**src/rtl/bcd_countdown_timer.sv**
```systemverilog
// bcd_countdown_timer: N-digit BCD countdown with pause, queued penalty drain, MM:SS mode and low-time warning
module bcd_countdown_timer #(
  parameter int DIGITS = 3,
  parameter int MMSS_MODE = 0,
  parameter logic [7:0] PENALTY = 8'd10,
  parameter logic [23:0] WARN_BCD = 24'h000010
)(
  input  logic                clk,
  input  logic                reset,
  input  logic [4*DIGITS-1:0] init_time,
  input  logic                load,
  input  logic                start_stop,
  input  logic                tick,
  input  logic                penalty,
  output logic [4*DIGITS-1:0] value,
  output logic                running,
  output logic                expired,
  output logic                warn
);
  localparam int W = 4*DIGITS;
  typedef enum logic [1:0] {IDLE, PAUSED, RUNNING, EXPIRED} state_t;
  state_t state, state_d;
  logic [W-1:0] value_d, dec_val, clamped;
  logic [7:0] pend, pend_d;
  logic [9:0] pend_sum;
  logic dec, brw;
  assign dec = (pend != 8'd0) && (value != '0);
  // borrow ripples from digit 0 upward; digit 1 wraps to 5 in MM:SS mode
  always_comb begin
    dec_val = value;
    clamped = init_time;
    brw = 1'b1;
    for (int i = 0; i < DIGITS; i++) begin
      dec_val[4*i+:4] = !brw ? value[4*i+:4] :
                        (value[4*i+:4] == 4'd0) ? ((MMSS_MODE != 0 && i == 1) ? 4'd5 : 4'd9) :
                        value[4*i+:4] - 4'd1;
      brw = brw && (value[4*i+:4] == 4'd0);
      clamped[4*i+:4] = (init_time[4*i+:4] > ((MMSS_MODE != 0 && i == 1) ? 4'd5 : 4'd9)) ?
                        ((MMSS_MODE != 0 && i == 1) ? 4'd5 : 4'd9) : init_time[4*i+:4];
    end
  end
  assign pend_sum = {2'b00, pend}
                  + {9'd0, tick && state == RUNNING}
                  + ((penalty && (state == RUNNING || state == PAUSED)) ? {2'b00, PENALTY} : 10'd0)
                  - {9'd0, dec};
  always_comb begin
    state_d = state;
    value_d = value;
    pend_d = (pend_sum > 10'd255) ? 8'd255 : pend_sum[7:0];
    if (load) begin
      value_d = clamped;
      pend_d = 8'd0;
      state_d = (clamped == '0) ? EXPIRED : PAUSED;
    end else begin
      if (dec) value_d = dec_val;
      if (dec && dec_val == '0) begin
        state_d = EXPIRED;
        pend_d = 8'd0;
      end else if (start_stop && state == PAUSED) state_d = RUNNING;
      else if (start_stop && state == RUNNING) state_d = PAUSED;
    end
  end
  always_ff @(posedge clk) begin
    if (reset) begin
      state <= IDLE;
      value <= '0;
      pend <= 8'd0;
    end else begin
      state <= state_d;
      value <= value_d;
      pend <= pend_d;
    end
  end
  assign running = state == RUNNING;
  assign expired = state == EXPIRED;
  assign warn = (32'(value) <= 32'(WARN_BCD)) && (value != '0);
endmodule

```
**config.mk**
```make
export PLATFORM = sky130hd
export DESIGN_NAME = bcd_countdown_timer
export DESIGN_NICKNAME = d
export VERILOG_FILES = /design/src/rtl/bcd_countdown_timer.sv
export SDC_FILE = /design/constraint.sdc
export NUM_CORES = 1
export LEC_CHECK = 0
export ABC_AREA = 1
export BUFFER_PORTS_ARGS = -buffer_cell sky130_fd_sc_hd__buf_2
export CAP_MARGIN = 10
export CORE_UTILIZATION = 40
export CTS_CLUSTER_SIZE = 25
export DETAILED_ROUTE_END_ITERATION = 12
export GPL_ROUTABILITY_DRIVEN = 1
export PLACE_DENSITY_LB_ADDON = 0.05
export SYNTH_ARGS = -nofsm -noshare
export SYNTH_HDL_FRONTEND = slang
export SYNTH_SLANG_ARGS = --single-unit
export TNS_END_PERCENT = 5
```
**constraint.sdc**
```tcl
create_clock -name clk -period 4.15 [get_ports clk]
set_clock_uncertainty 0.05 [all_clocks]
set_input_delay 0.6225 -clock clk [delete_from_list [all_inputs] [get_ports clk]]
set_output_delay 0.6225 -clock clk [all_outputs]
set_load 0.005 [all_outputs]
```
# Word level (Yosys, flattened, before mapping)
# Cells that the tools add are included.
# word_totals
register_bits	22
out_inout_bits	15
wordCells	53
# classes
addsub	6
magnitude_cmp	5
eq_ne	3
n_mux	17
n_reduce_logical	19
# op_table
cell	n
2-to-1 mux 4 bit	9
zero test 12 bit	2
2-to-1 mux 12 bit	2
> comparator 4 bit (second input constant)	3
<= comparator 12 x 5 -> 1 bit (second input constant)	1
zero test 4 bit	3
nonzero test 12 bit	1
subtractor 4 x 1 -> 4 bit (second input constant)	3
adder 9 x 4 -> 10 bit	1
> comparator 10 x 8 -> 1 bit (second input constant)	1
2-to-1 mux 2 bit	5
subtractor 10 x 1 -> 10 bit	1
adder 8 x 1 -> 9 bit	1
logical AND 1 bit	8
2-to-1 mux 8 bit	1
nonzero test 8 bit	1
== test 2 bit (second input constant)	2
nonzero test 4 bit	1
OR reduction 3 bit	1
== test 2 x 1 -> 1 bit (second input constant)	1
nonzero test 2 bit	1
logical OR 1 bit	1

# Longest topological paths before layout
# logic_depth
ltp_word	8
ltp_mapped	17

# Worst setup path before layout
# No wires, ideal clock.
# synth_timing
path_type	register -> register
startpoint	register value[0]
endpoint	register pend[6]
t_arrival_ns	2.719
required_time_ns	3.985
slack_ns	1.267
stages_incl_launch_ff	17
path_buffers	0
synth_period_minus_slack_ns	2.883
path_cell_list	dfxtp_1 > nor2_4 > nand2_4 > nor2_4 > nand2_2 > nand2_4 > inv_1 > ha_1 > inv_1 > ha_1 > inv_1 > fa_1 > o21ai_1 > nand3_1 > nand3_1 > nand3_1 > o21a_1
# synth_between
elab_chain_cells	6
word_cells_on_any_way	14
classes_between	add/sub: 2; order compare: 1; mux: 4; reduce/logical: 7
# synth_rtl
item	line	source
start: declaration	15	output logic [4*DIGITS-1:0] value,
start signal: assignment	70	value <= value_d;
branches (longest 6 deep; another with subtractor 10 x 1 -> 10 bit)	n/a	
end signal: assignment	71	pend <= pend_d;
end: declaration	24	logic [7:0] pend, pend_d;
# Several ways; the timed one is not identified.
# A chain may end at the register's enable or synchronous reset.

# Final worst setup path
# layout_timing
startpoint	register value[8]
endpoint	register pend[6]
# layout_between
elab_chain_cells	6
word_cells_on_any_way	12
classes_between	add/sub: 2; order compare: 1; mux: 3; reduce/logical: 6
# layout_rtl
item
branches (longest 6 deep; another with subtractor 10 x 1 -> 10 bit)
# Several ways; the timed one is not identified.

==> flow_summary.json <==
{
  "clock.fmax_mhz": 305,
  "rr_endpoint": "pend[6]",
  "rows": 24,
  "initial_core_util": 0.422,
  "holdPathEnd": "value[4]",
  "crit_fanout": 8,
  "end_kind": "register",
  "die_w_microns": 70.0,
  "die_y_microns": 70.0,
  "setup_viol": 0,
  "drc_errors": 0,
  "cts_htree_levels": 1,
  "clk_pin_slew_ns": 0.09,
  "drt-total-wl_microns": 4660,
  "holdCritStartpoint": "value[4]",
  "hp-class": "reg -> reg",
  "synth-seq-area-share": 0.238,
  "clock_path_buffers": 2,
  "grt_pass1_vias": 1666,
  "antenna_found_initial": 0,
  "core_sq_um": 4380,
  "port_buffers": 32,
  "finalMaxSlewViolations": 0,
  "fin_crit_ns": 3.28,
  "max_slew.worst_pin.slew_ns": 0.571,
  "irDropWorstVdd_v": 0.000310,
  "ys_ff_latch": 22,
  "dr.pass1.iters": 4,
  "postCtsResizedCells": 0,
  "finalHoldViolCount": 0,
  "synth-edff-count": 0,
  "reg2reg_slack_ns": 0.87,
  "worstSkewPairLatency_ns": 0.27,
  "run_status": "finished clean",
  "grt_usage": 0.203,
  "critical_path_class": "reg -> reg",
  "cpPeakStageDelay_ns": 0.39,
  "critPathLaunchType": "register",
  "nNetsFinal": 344,
  "io_pins": 33,
  "grt_start_max_net_pins": 16,
  "worst_path_most_repeated_cell": "inv_1",
  "area_delta_synth_final_pct": 14.8,
  "pwr_density_cell_nw_per_um2": 668,
  "min_path_cells": 2,
  "synthArstFlopShare": 0,
  "post_cts_buffers": 0,
  "reg2regPathDepth": 16,
  "holdBufCountCts": 0,
  "root_buffer": "clkbuf_8",
  "cts_sinks": 22,
  "drive_gt1_frac": 0.176,
  "drv_cap": 0,
  "fin_ws_ns": 0.875,
  "crit_buf_inv": 4,
  "yosys-top-cells-area": "dfxtp_1 24%, ha_1 12%, inv_1 11%",
  "grt_pass1_wl_microns": 7820,
  "syn_area_per_cell_sq_um": 6.72,
  "required_ns": 4.26,
  "rsz0062_at_grt": "false",
  "dieArea_sq_um": 4900,
  "antenna_left": 0,
  "grt_remaining_overflow": 0,
  "crit_family": "simple AND/OR/NAND/NOR gates",
  "yosys.area.top_type": "dfxtp_1",
  "yosys.area.top_type_share": 0.238,
  "via_per_inst": 5.10,
  "min_period_over_period": 0.789,
  "cts_tree": "built",
  "post_synth_num_cell_types": 35,
  "cp_slowest_cell": "fa_1",
  "wl_per_cell_microns": 13.0,
  "dr.first_iter.drc_count": 112,
  "fin_tns_setup_ns": 0,
  "syn-num-nets": 311,
  "vias": 1830,
  "diodes": 0,
  "synthCells": 275,
  "slew_headroom": 0.619,
  "nFillCells": 464,
  "whs_ns": 0.473,
  "synth-main-ff-cell": "dfxtp_1",
  "worstPathCellList": "nor2_2, inv_1, nor2_1, nand2_2, nand2_4, inv_1, ha_1, inv_1, ha_1, inv_1, fa_1, o21ai_1, nand3_1, nand3_1, nand3_1, o21a_1",
  "globalplace.congestion": 0.875,
  "ys_warn_count": 0,
  "cts_buffers": 3,
  "p_leak_nw": 1.11,
  "dpl.hpwl_microns": 3860,
  "netlist_area_sq_um": 1850,
  "arrival_ns": 3.39,
  "post-place-ws_ns": 0.868,
  "r2r_start": "value[8]",
  "utilization": 0.484
}
synthesized netlist by cell type (3+ instances only):
| cell type | instances |
|---|---|
| dfxtp_1 | 22 |
| a221oi_1 | 3 |
| nand4_1 | 4 |
| nand2_1 | 49 |
| o21ai_0 | 15 |
| nor3_1 | 4 |
| nand3_1 | 16 |
| nor2_4 | 4 |
| nor2_1 | 23 |
| xor2_1 | 4 |
| ha_1 | 17 |
| a21oi_1 | 16 |
| nand2_4 | 3 |
| o21a_1 | 8 |
| inv_1 | 54 |
| nor2_2 | 4 |
| o21ai_1 | 3 |
worst max path at each step:
stage / slack (ns) / endpoint / startpoint / cells past startpoint
finish: 0.87 / pend[6] / value[8] / 16
global route: 0.53 / pend[6] / value[8] / 16
CTS: 0.86 / pend[6] / value[8] / 16
detailed placement: 0.87 / pend[6] / value[8] / 16
global placement: 0.94 / pend[6] / value[8] / 16
floorplan: 1.27 / pend[6] / value[0] / 16
kinds of logic (layout without fill, tap and decap cells):
logic type | after synthesis | in the layout | share of synthesized area
adder cells (fa/ha/maj) | 18 | 18 | 0.126
AO/OA/AOI/OAI | 56 | 56 | 0.186
AND/OR/NAND/NOR | 114 | 114 | 0.297
XOR/XNOR | 6 | 6 | 0.0284
flip-flops | 22 | 22 | 0.238
buffers and inverters | 59 | 91 | 0.125
power by group:
part | switching [mW] | internal [mW]
combinational | 0.549 | 0.336
clock | 0.0765 | 0.129
sequential | 0.0588 | 0.269
total | 0.684 | 0.733
flip-flops by register name, summed over array words and instances, names as in the netlist:
signal / cells
pend: 8
state: 2
value: 12
cell type report:
cell class                      count  area, sq um  area share
Clock inverter                      1         30.0      0.0142
Multi-Input combinational cell    194         1180       0.555
Clock buffer                        3         41.3      0.0195
Tap cell                           52         65.1      0.0307
Inverter                           55          206      0.0973
Sequential cell                    22          440       0.208
Timing Repair Buffer               32          160      0.0755
layout by cell type (no fill, tap or decap), types with 2 or more instances in the layout:
cell type	count
nor3_1	4
o21ai_0	15
nand2_1	49
a211oi_2	2
a22oi_1	2
clkbuf_8	3
inv_1	54
ha_1	17
nand3_1	16
a21oi_1	16
dfxtp_1	22
nor2_4	4
a221oi_1	3
nor4_1	2
o21a_1	8
nand2_4	3
nand2_2	2
xnor2_1	2
o22ai_1	2
nor2_1	23
nor2_2	4
nand4_1	4
o21ai_1	3
xor2_1	4
buf_2	32
a31oi_1	2
per-layer routing:
| layer | track usage | routed length (microns) |
|---|---|---|
| met4 | 0.0578 | 36 |
| met5 | 0 | 0 |
| met3 | 0.0361 | 252 |
| met1 | 0.290 | 2400 |
| met2 | 0.312 | 1960 |
per-stage QoR:
stage	std cells	total power, mW	cell area [sq um]
6_report	359	1.42	2120
5_1_grt	359	1.57	2120
4_1_cts	359	1.43	2120
3_5_place_dp	355	1.22	2050
3_3_place_gp	355	1.23	2050
2_1_floorplan	275	1.01	1850
worst min-delay path, delay by kind of cell (launching register included):
kind | cells | cell delay, ns
AO/OA/AOI/OAI | 1 | 0.06
AND/OR/NAND/NOR | 1 | 0.07
flip-flops | 1 | 0.35
(Power assumes the default switching activity.)
